File: src/rtl/segment_pkg.sv
// Shared constants for the seven-segment display driver: segment width,
// blank pattern, decimal-point off level and the active-low gfedcba glyph table.
package segment_pkg;

  localparam int SEG_W = 7;

  localparam logic [SEG_W-1:0] SEG_BLANK = 7'h7F;

  localparam logic SEG_DP_OFF = 1'b1;

  // Active-low gfedcba patterns for hex digits 0..F
  localparam logic [SEG_W-1:0] SEG_TABLE [16] = '{
    7'h40, 7'h79, 7'h24, 7'h30, 7'h19, 7'h12, 7'h02, 7'h78,
    7'h00, 7'h10, 7'h08, 7'h03, 7'h46, 7'h21, 7'h06, 7'h0E
  };

endpackage

File: src/rtl/seg_decode.sv
// Combinational nibble-to-segment decoder with a blank override.
module seg_decode
  import segment_pkg::*;
(
  input  logic [3:0]       nibble,
  input  logic             blank,
  output logic [SEG_W-1:0] seg
);

  // Blank wins over the glyph lookup
  always_comb begin
    seg = blank ? SEG_BLANK : SEG_TABLE[nibble];
  end

endmodule

File: src/rtl/segment_ctrl.sv
// Registered driver for a bank of active-low seven-segment HEX displays.
// Latches a packed hex value, adds per-digit blink, leading-zero suppression
// and a global enable. Optional decimal points: define SEGMENT_DP_EN to add
// the dp input and widen each digit of dst to 8 bits (bit 7 = point).
module segment_ctrl
  import segment_pkg::*;
#(
  parameter int DIGITS    = 6,
  parameter int BLINK_DIV = 25_000_000
) (
  input  logic                  clk,
  input  logic                  rst_n,
  input  logic                  load,
  input  logic                  clear,
  input  logic [4*DIGITS-1:0]   data,
  input  logic                  en,
  input  logic                  blank_lz,
  input  logic [DIGITS-1:0]     blink_mask,
`ifdef SEGMENT_DP_EN
  input  logic [DIGITS-1:0]     dp,
  output logic [8*DIGITS-1:0]   dst
`else
  output logic [7*DIGITS-1:0]   dst
`endif
);

  localparam int CNT_W = $clog2(BLINK_DIV);

`ifdef SEGMENT_DP_EN
  localparam int               DIG_W   = SEG_W + 1;
  localparam logic [DIG_W-1:0] DIG_RST = {SEG_DP_OFF, SEG_BLANK};
`else
  localparam int               DIG_W   = SEG_W;
  localparam logic [DIG_W-1:0] DIG_RST = SEG_BLANK;
`endif

  logic [4*DIGITS-1:0]     val;
  logic [CNT_W-1:0]        cnt;
  logic                    phase;
  logic [DIGITS-1:0]       zero_up;
  logic [DIGITS-1:0]       lz_blank;
  logic [DIGITS-1:0]       vis_blank;
  logic [DIG_W*DIGITS-1:0] dst_next;

  // Value register: load takes priority over clear
  always_ff @(posedge clk) begin
    if (!rst_n) begin
      val <= '0;
    end else if (load) begin
      val <= data;
    end else if (clear) begin
      val <= '0;
    end
  end

  // Blink timer: phase flips every BLINK_DIV cycles, starts visible
  always_ff @(posedge clk) begin
    if (!rst_n) begin
      cnt   <= '0;
      phase <= 1'b1;
    end else if (cnt == CNT_W'(BLINK_DIV - 1)) begin
      cnt   <= '0;
      phase <= ~phase;
    end else begin
      cnt <= cnt + 1'b1;
    end
  end

  for (genvar g = 0; g < DIGITS; g++) begin : g_digit
    logic [SEG_W-1:0] seg;

    // zero_up[g] is set when nibbles g..DIGITS-1 are all zero
    if (g == DIGITS - 1) begin : g_top
      assign zero_up[g] = (val[4*g +: 4] == 4'd0);
    end else begin : g_chain
      assign zero_up[g] = (val[4*g +: 4] == 4'd0) & zero_up[g+1];
    end

    // The least significant digit always shows, even when zero
    if (g == 0) begin : g_lsd
      assign lz_blank[g] = 1'b0;
    end else begin : g_upper
      assign lz_blank[g] = blank_lz & zero_up[g];
    end

    assign vis_blank[g] = ~en | (blink_mask[g] & ~phase);

    seg_decode u_dec (
      .nibble (val[4*g +: 4]),
      .blank  (vis_blank[g] | lz_blank[g]),
      .seg    (seg)
    );

`ifdef SEGMENT_DP_EN
    assign dst_next[DIG_W*g +: DIG_W] =
      {((dp[g] & ~vis_blank[g] & ~lz_blank[g]) ? ~SEG_DP_OFF : SEG_DP_OFF), seg};
`else
    assign dst_next[DIG_W*g +: DIG_W] = seg;
`endif
  end

  // Output register: pins change one edge after val/phase/controls
  always_ff @(posedge clk) begin
    if (!rst_n) begin
      dst <= {DIGITS{DIG_RST}};
    end else begin
      dst <= dst_next;
    end
  end

endmodule
File: config.mk
export PLATFORM = sky130hd
export DESIGN_NAME = segment_ctrl
export DESIGN_NICKNAME = d
export VERILOG_FILES = /design/src/rtl/segment_pkg.sv /design/src/rtl/seg_decode.sv /design/src/rtl/segment_ctrl.sv
export SDC_FILE = /design/constraint.sdc
export NUM_CORES = 1
export LEC_CHECK = 0
export CORE_MARGIN = 3
export CORE_UTILIZATION = 59
export CTS_BUF_LIST = sky130_fd_sc_hd__clkbuf_4
export DETAILED_ROUTE_END_ITERATION = 10
export GPL_TIMING_DRIVEN = 0
export PLACE_DENSITY = 0.88
export SLEW_MARGIN = 40
export SYNTH_ARGS = -nofsm -noshare
export SYNTH_HDL_FRONTEND = slang
export SYNTH_SLANG_ARGS = --single-unit
File: constraint.sdc
create_clock -name clk -period 3.2 [get_ports clk]
set_input_delay 0.64 -clock clk [delete_from_list [all_inputs] [get_ports clk]]
set_output_delay 0.64 -clock clk [all_outputs]
set_load 0.005 [all_outputs]
==> metrics.md, run 1 <==
| Metric | Value |
|---|---|
| Site Rows | 31 |
| CP arrival | 2.69 ns |
| Top-area cell type share of the netlist area | 41.1% |
| First-pass DRT Iterations | 4 |
| Port Buffers | 75 |
| Synth area leader | dfxtp_1 |
| Delay-heaviest family, CP | compound AO/OA/AOI/OAI gates |
| Post-route non-filler standard cell count | 708 |
| Slew Viols, Final | 0 |
| CTS Buf Count | 9 |
| Worst path buffer plus inverter count | 1 |
| Simple-gate area share of the yosys netlist | 24.3% |
| Post-synthesis sequential area ratio | 41.1% |
| First-pass GRT wire length | 18100 um |
| Kind of critical path | reg2reg |
| Ys flop type | dfxtp_1 |
| Async S/R FF share, synth | 0% |
| Largest net degree at the start of global routing | 15 |
| Wire per inst | 15.0 um |
| CTS Sinks | 92 |
| Placed Instances | 692 |
| Synth Area in XOR/XNOR | 2.74% |
| EDFF count, synth | 0 |
| Synth Area in Adders | 8.93% |
| Max Root-Sink Buffers | 2 |
| TritonCTS clock tree | built |
| Library cells used by synthesis | 38 |
| Mux share of post-synthesis cell area | 0.503% |
| Post-Route Setup TNS | 0 ns |
| RSZ-0062 raised after global routing | no |
| Hold_buf cts | 0 |
| Ys Warns | 0 |
| Area contributors post-synth | dfxtp_1, ha_1, o311ai_0, nor2b_1, a21oi_1 |
| Synth Cell Area | 4480 sq um |
| Final wirelength | 10600 um |
| Pwr dens | 410 nW/um^2 |
| Vias per cell | 5.78 |
| Fin. Hold Viols | 0 |
| Worst skew pair latency | 0.45 ns |
| Maximum vdd drop | 238 uV |
| Max-cap violations | 0 |
| Initial drt markers | 193 |
| CP required | 3.47 ns |
| GRT Total Usage | 25.8% |
| Final Instance Area | 5520 sq um |
| Final Net Count | 672 |
| Setup bufs post-CTS | 0 |
| Synth Area in Compound Gates | 17.8% |
| Final setup viols | 0 |
| # DRC | 0 |
| CP Launch Type | flop |
| CP cell instances | inv_1, ha_1, nor3b_1, and4_1, a221oi_1, o311ai_0 |
| Clock slew at reported path FFs | 0.14 ns |
| Chip Width | 93.2 um |
| Tot Pwr | 0.00226 W |
| Initial antenna violation count | 0 |
| Main combinational cell family by area after synthesis | simple AND/OR/NAND/NOR gates |
| Via count | 4092 |
| Final period util | 75.5% |
| Area of the core | 7290 sq um |
| Status | completed |
| Root buf cell | clkbuf_4 |
| CP Max Fanout | 7 |
| Slew HR | 48.8% |
| Ant. Diodes | 0 |
| Vias in the first global route | 3871 |
| GP Congestion | 0.882 |
| Hpwl dp | 8000 um |
| I/O Pins | 78 |
| Critical path endpoint category | flop |
| Min-delay worst type | reg2reg |
| Mean post-synth cell area | 8.65 sq um |
| Syn nets | 586 |
| Slew @ Worst Pin | 0.768 ns |
| Layout cell share with drive strength beyond 1 | 3.61% |
| Post-CTS Resized | 0 |
| Clock Skews | 0.0146 ns |
| CP max stage delay | 0.68 ns |
| Fin crit period | 2.42 ns |
| Pleak | 1.93 nW |
| Die Ht | 93.2 um |
| DP Area | 5360 sq um |
| Layout area overhead | 23.2% |
| Peak Freq | 414 MHz |
| Routed Antenna Nets | 0 |
| Die Area | 8680 sq um |
| Total gr overflow | 0 |
| Synthesized netlist cell count | 518 |
| Yosys reg bits | 92 |
| Initial Util | 61.5% |
| Slowest CP cell | a221oi_1 |
| H-tree levels | 3 |
[logic make-up after synthesis]
logic type | Yosys count
and+or+nand+nor | 205
AOI/OAI and AO/OA | 120
DFF | 92
buffers and inverters | 53
adders and majority gates | 32
xor gates and xnor gates | 14
muxes | 2
[power breakdown]
part	internal, W	switching, W
clock	0.000331	0.000378
sequential	0.00120	0.0000287
combinational	0.000168	0.000158
[area by class of cell]
class | instances | area [sq um]
buffer | 26 | 106
multi-input combinational | 373 | 2440
fill | 545 | 1770
inverter | 27 | 101
clock buffer | 11 | 82.6
tap | 99 | 124
timing repair buffer | 75 | 751
clock inverter | 5 | 76.3
sequential | 92 | 1840
[cell usage after synthesis (5+ instances only)]
| cell type | n |
|---|---|
| o21ai_0 | 21 |
| nor3b_1 | 5 |
| o311ai_0 | 25 |
| o211ai_1 | 15 |
| nand3_1 | 12 |
| a21oi_1 | 34 |
| clkbuf_1 | 24 |
| or4_1 | 6 |
| o31ai_1 | 6 |
| or3_1 | 6 |
| nand3b_1 | 5 |
| nor2b_1 | 28 |
| nor3_1 | 25 |
| a21o_1 | 7 |
| nor2_1 | 41 |
| nand4_1 | 5 |
| dfxtp_1 | 92 |
| inv_1 | 27 |
| nand2b_1 | 14 |
| nand2_1 | 38 |
| xnor2_1 | 11 |
| ha_1 | 32 |
[layout by cell type, fill, tap and decap left out, types with 5 or more instances in the layout]
cell type	n
or3_1	6
clkdlybuf4s50_1	75
nand2_1	38
o21ai_0	21
o211ai_1	15
nand3b_1	5
a21o_1	7
o31ai_1	6
nor2_1	41
ha_1	32
clkbuf_4	11
xnor2_1	11
nand2b_1	14
o311ai_0	25
inv_1	27
nand4_1	5
nor2b_1	28
nor3_1	25
a21oi_1	34
or4_1	6
nor3b_1	5
nand3_1	12
clkbuf_1	24
dfxtp_1	92
[through the flow]
stage | worst slack [ns] | hold slack, ns | utilization, %
after CTS | 0.813 | 0.468 | 75.6
final | 0.783 | 0.462 | 75.7
after global placement | 0.664 | 0.429 | 73.5
after global routing | 0.505 | 0.493 | 75.7
after floorplan | 1.31 | 0.418 | -
after detailed placement | 0.596 | 0.441 | 73.5
[flip-flops by register name, indices dropped and copies added, names as in the netlist]
name,flops
phase,1
cnt,25
dst,42
val,24
[final timing paths]
path | start | end | slack [ns] | cells after the start
setup / recovery | val[9] | dst[7] | 0.78 | 6
hold / removal | cnt[0] | cnt[0] | 0.46 | 1
setup reg to reg | val[9] | dst[7] | 0.78 | 6
hold reg to reg | cnt[0] | cnt[0] | 0.46 | 1
[metal layers]
metal / global-route usage [%] / vias up / routed length [um]
li1: - / 2022 / -
met1: 31.6 / 1893 / 4340
met2: 43.1 / 145 / 5230
met3: 5.55 / 32 / 711
met4: 12.0 / 0 / 315
met5: 0 / - / 0
No activity file was read; power rests on OpenSTA's default activity.
==> run 2, diff against run 1 <==
--- a/config.mk
+++ b/config.mk
@@ -6,11 +6,11 @@
 export NUM_CORES = 1
 export LEC_CHECK = 0
 export CORE_MARGIN = 3
-export CORE_UTILIZATION = 59
+export CORE_UTILIZATION = 55
 export CTS_BUF_LIST = sky130_fd_sc_hd__clkbuf_4
 export DETAILED_ROUTE_END_ITERATION = 10
 export GPL_TIMING_DRIVEN = 0
-export PLACE_DENSITY = 0.88
+export PLACE_DENSITY = 0.83
 export SLEW_MARGIN = 40
 export SYNTH_ARGS = -nofsm -noshare
 export SYNTH_HDL_FRONTEND = slang
==> constraint.sdc (replaced) <==
create_clock -name clk -period 2.4 [get_ports clk]
set_input_delay 0.48 -clock clk [delete_from_list [all_inputs] [get_ports clk]]
set_output_delay 0.48 -clock clk [all_outputs]
set_load 0.005 [all_outputs]
==> run 2 against run 1 <==
  * Setup slack worse by 0.57 ns
  * Non-clock buffer count unchanged
  * Power rose by 38%
  * Final area up 1.0%
  * Count of clock-buffer cells in the layout is 2 lower
  * Clock skew is 0.0041 ns higher
  * Critical path depth did not move
  * Utilization decreased by 4.3 points
  * Sequential share of layout area is 0.34 points lower
==> metrics.md, run 2 (same netlist as run 1, synthesis figures left out) <==
| Metric | Value |
|---|---|
| Hold Path Depth | 2 |
| Ant. Diodes | 0 |
| CTS Sinks | 92 |
| Largest net degree at the start of global routing | 16 |
| Maximum vdd drop | 292 uV |
| CP max stage delay | 0.47 ns |
| Most common cell after layout, fill and taps aside | dfxtp_1 |
| Tot Pwr | 0.00311 W |
| Initial drt markers | 172 |
| Vias per cell | 5.73 |
| Fin crit period | 2.19 ns |
| Initial antenna violation count | 0 |
| CP cell instances | inv_1, ha_1, nor4bb_2, and4_1, a221oi_2, o311ai_0 |
| First-pass GRT wire length | 16900 um |
| Status | completed |
| Hpwl dp | 7850 um |
| Final setup viols | 0 |
| Vias in the first global route | 3687 |
| Max FFs per register | 42 |
| Final Core Density | 71.4% |
| Max Root-Sink Buffers | 2 |
| Final period util | 91.2% |
| Worst skew pair latency | 0.43 ns |
| Die Area | 9270 sq um |
| RSZ-0062 raised after global routing | no |
| Area of the core | 7810 sq um |
| GRT Total Usage | 23.1% |
| I/O Pins | 78 |
| Port Buffers | 75 |
| H-tree levels | 3 |
| Fin. Hold Viols | 0 |
| Slew Viols, Final | 0 |
| Routed Antenna Nets | 0 |
| Peak Freq | 457 MHz |
| Kind of critical path | reg2reg |
| Post-route non-filler standard cell count | 711 |
| Final wirelength | 10700 um |
| First-pass DRT Iterations | 5 |
| DP Area | 5360 sq um |
| CP arrival | 2.48 ns |
| Biggest register | dst |
| Reg2reg path depth | 6 |
| Final Instance Area | 5580 sq um |
| CP required | 2.69 ns |
| Setup bufs post-CTS | 0 |
| Final Net Count | 672 |
| Die Ht | 96.3 um |
| Clock Skews | 0.0187 ns |
| Layout cell share with drive strength beyond 1 | 4.43% |
| Via count | 4074 |
| GP Congestion | 0.933 |
| Pwr dens | 558 nW/um^2 |
| TritonCTS clock tree | built |
| Min-delay worst type | in2reg |
| Max-cap violations | 0 |
| Fillcell total | 609 |
| CP Launch Type | flop |
| # DRC | 0 |
| Root buf cell | clkbuf_4 |
| Critical path endpoint category | flop |
| CP Max Fanout | 7 |
| Wire per inst | 15.0 um |
| Chip Width | 96.3 um |
| Slew HR | 68.5% |
| Pleak | 1.95 nW |
| Initial Util | 57.4% |
| Placed Instances | 695 |
| Slew @ Worst Pin | 0.466 ns |
| CTS Buf Count | 9 |
| Clock slew at reported path FFs | 0.14 ns |
| Most frequent cells in the layout | dfxtp_1, clkdlybuf4s50_1, nor2_1 |
| Slowest CP cell | a221oi_2 |
| Layout area overhead | 24.4% |
| Site Rows | 32 |
| Total gr overflow | 0 |
| Largest regs | dst x42, cnt x25, val x24 |
| Setup slack, reg-to-reg | 0.21 ns |
==> run 2: cell types whose count changed in the layout (fill, tap and decap cells not counted) <==
cell,delta
clkinv_4,+1
nor4bb_1,-1
nor4bb_2,+1
clkbuf_4,-2
bufinv_16,+1
a211oi_2,+2
a211oi_1,-2
a221oi_1,-2
a221oi_2,+2
==> run 2: worst max-delay path: cells and delay by family, from the launching register on <==
kind            cells  cell delay, ns
simple gates        2            0.45
buf+inv             1            0.16
flops               1            0.43
compound gates      2            0.72
fa+ha+maj           1            0.28
==> run 2: power by group <==
part / total, W / internal, W / switching (W)
Clock: 0.00104 / 0.000524 / 0.000512
Combinational: 0.000442 / 0.000226 / 0.000216
Sequential: 0.00164 / 0.00160 / 0.0000386
==> run 2: through the flow <==
| stage | TNS, ns | setup WS [ns] | hold slack [ns] |
|---|---|---|---|
| 2_1_floorplan | 0 | 0.513 | 0.418 |
| 3_3_place_gp | 0 | 0.0430 | 0.429 |
| 3_5_place_dp | -0.0345 | -0.0345 | 0.444 |
| 4_1_cts | 0 | 0.00209 | 0.445 |
| 5_1_grt | 0 | 0.0432 | 0.445 |
| 6_report | 0 | 0.211 | 0.457 |
==> run 2: worst paths after layout <==
path	end	from
min reg2reg	cnt[0]	cnt[0]
max reg2reg	dst[13]	val[20]
max	dst[13]	val[20]
min	val[13]	rst_n
==> run 2: metal layers <==
metal	vias up	GRT usage, %	share of wire [%]
met3	16	4.93	6.1
met2	141	39.5	49
li1	2029	-	-
met5	-	0	0
met1	1888	28.5	43
met4	0	8.18	1.9
==> run 2: cell type report <==
cell class,count,area [sq um],share of cell area (%)
Clock buffer,9,67.6,1.21
Inverter,27,101,1.82
Sequential cell,92,1840,33.0
Timing Repair Buffer,75,751,13.5
Buffer,26,106,1.91
Tap cell,102,128,2.29
Clock inverter,7,115,2.06
Multi-Input combinational cell,373,2470,44.2
==> run 2: timing repair <==
item | in CTS | in global routing
gates resized for setup | 0 | 5
setup endpoints to repair | 0 | 17
hold buffers | 0 | 0
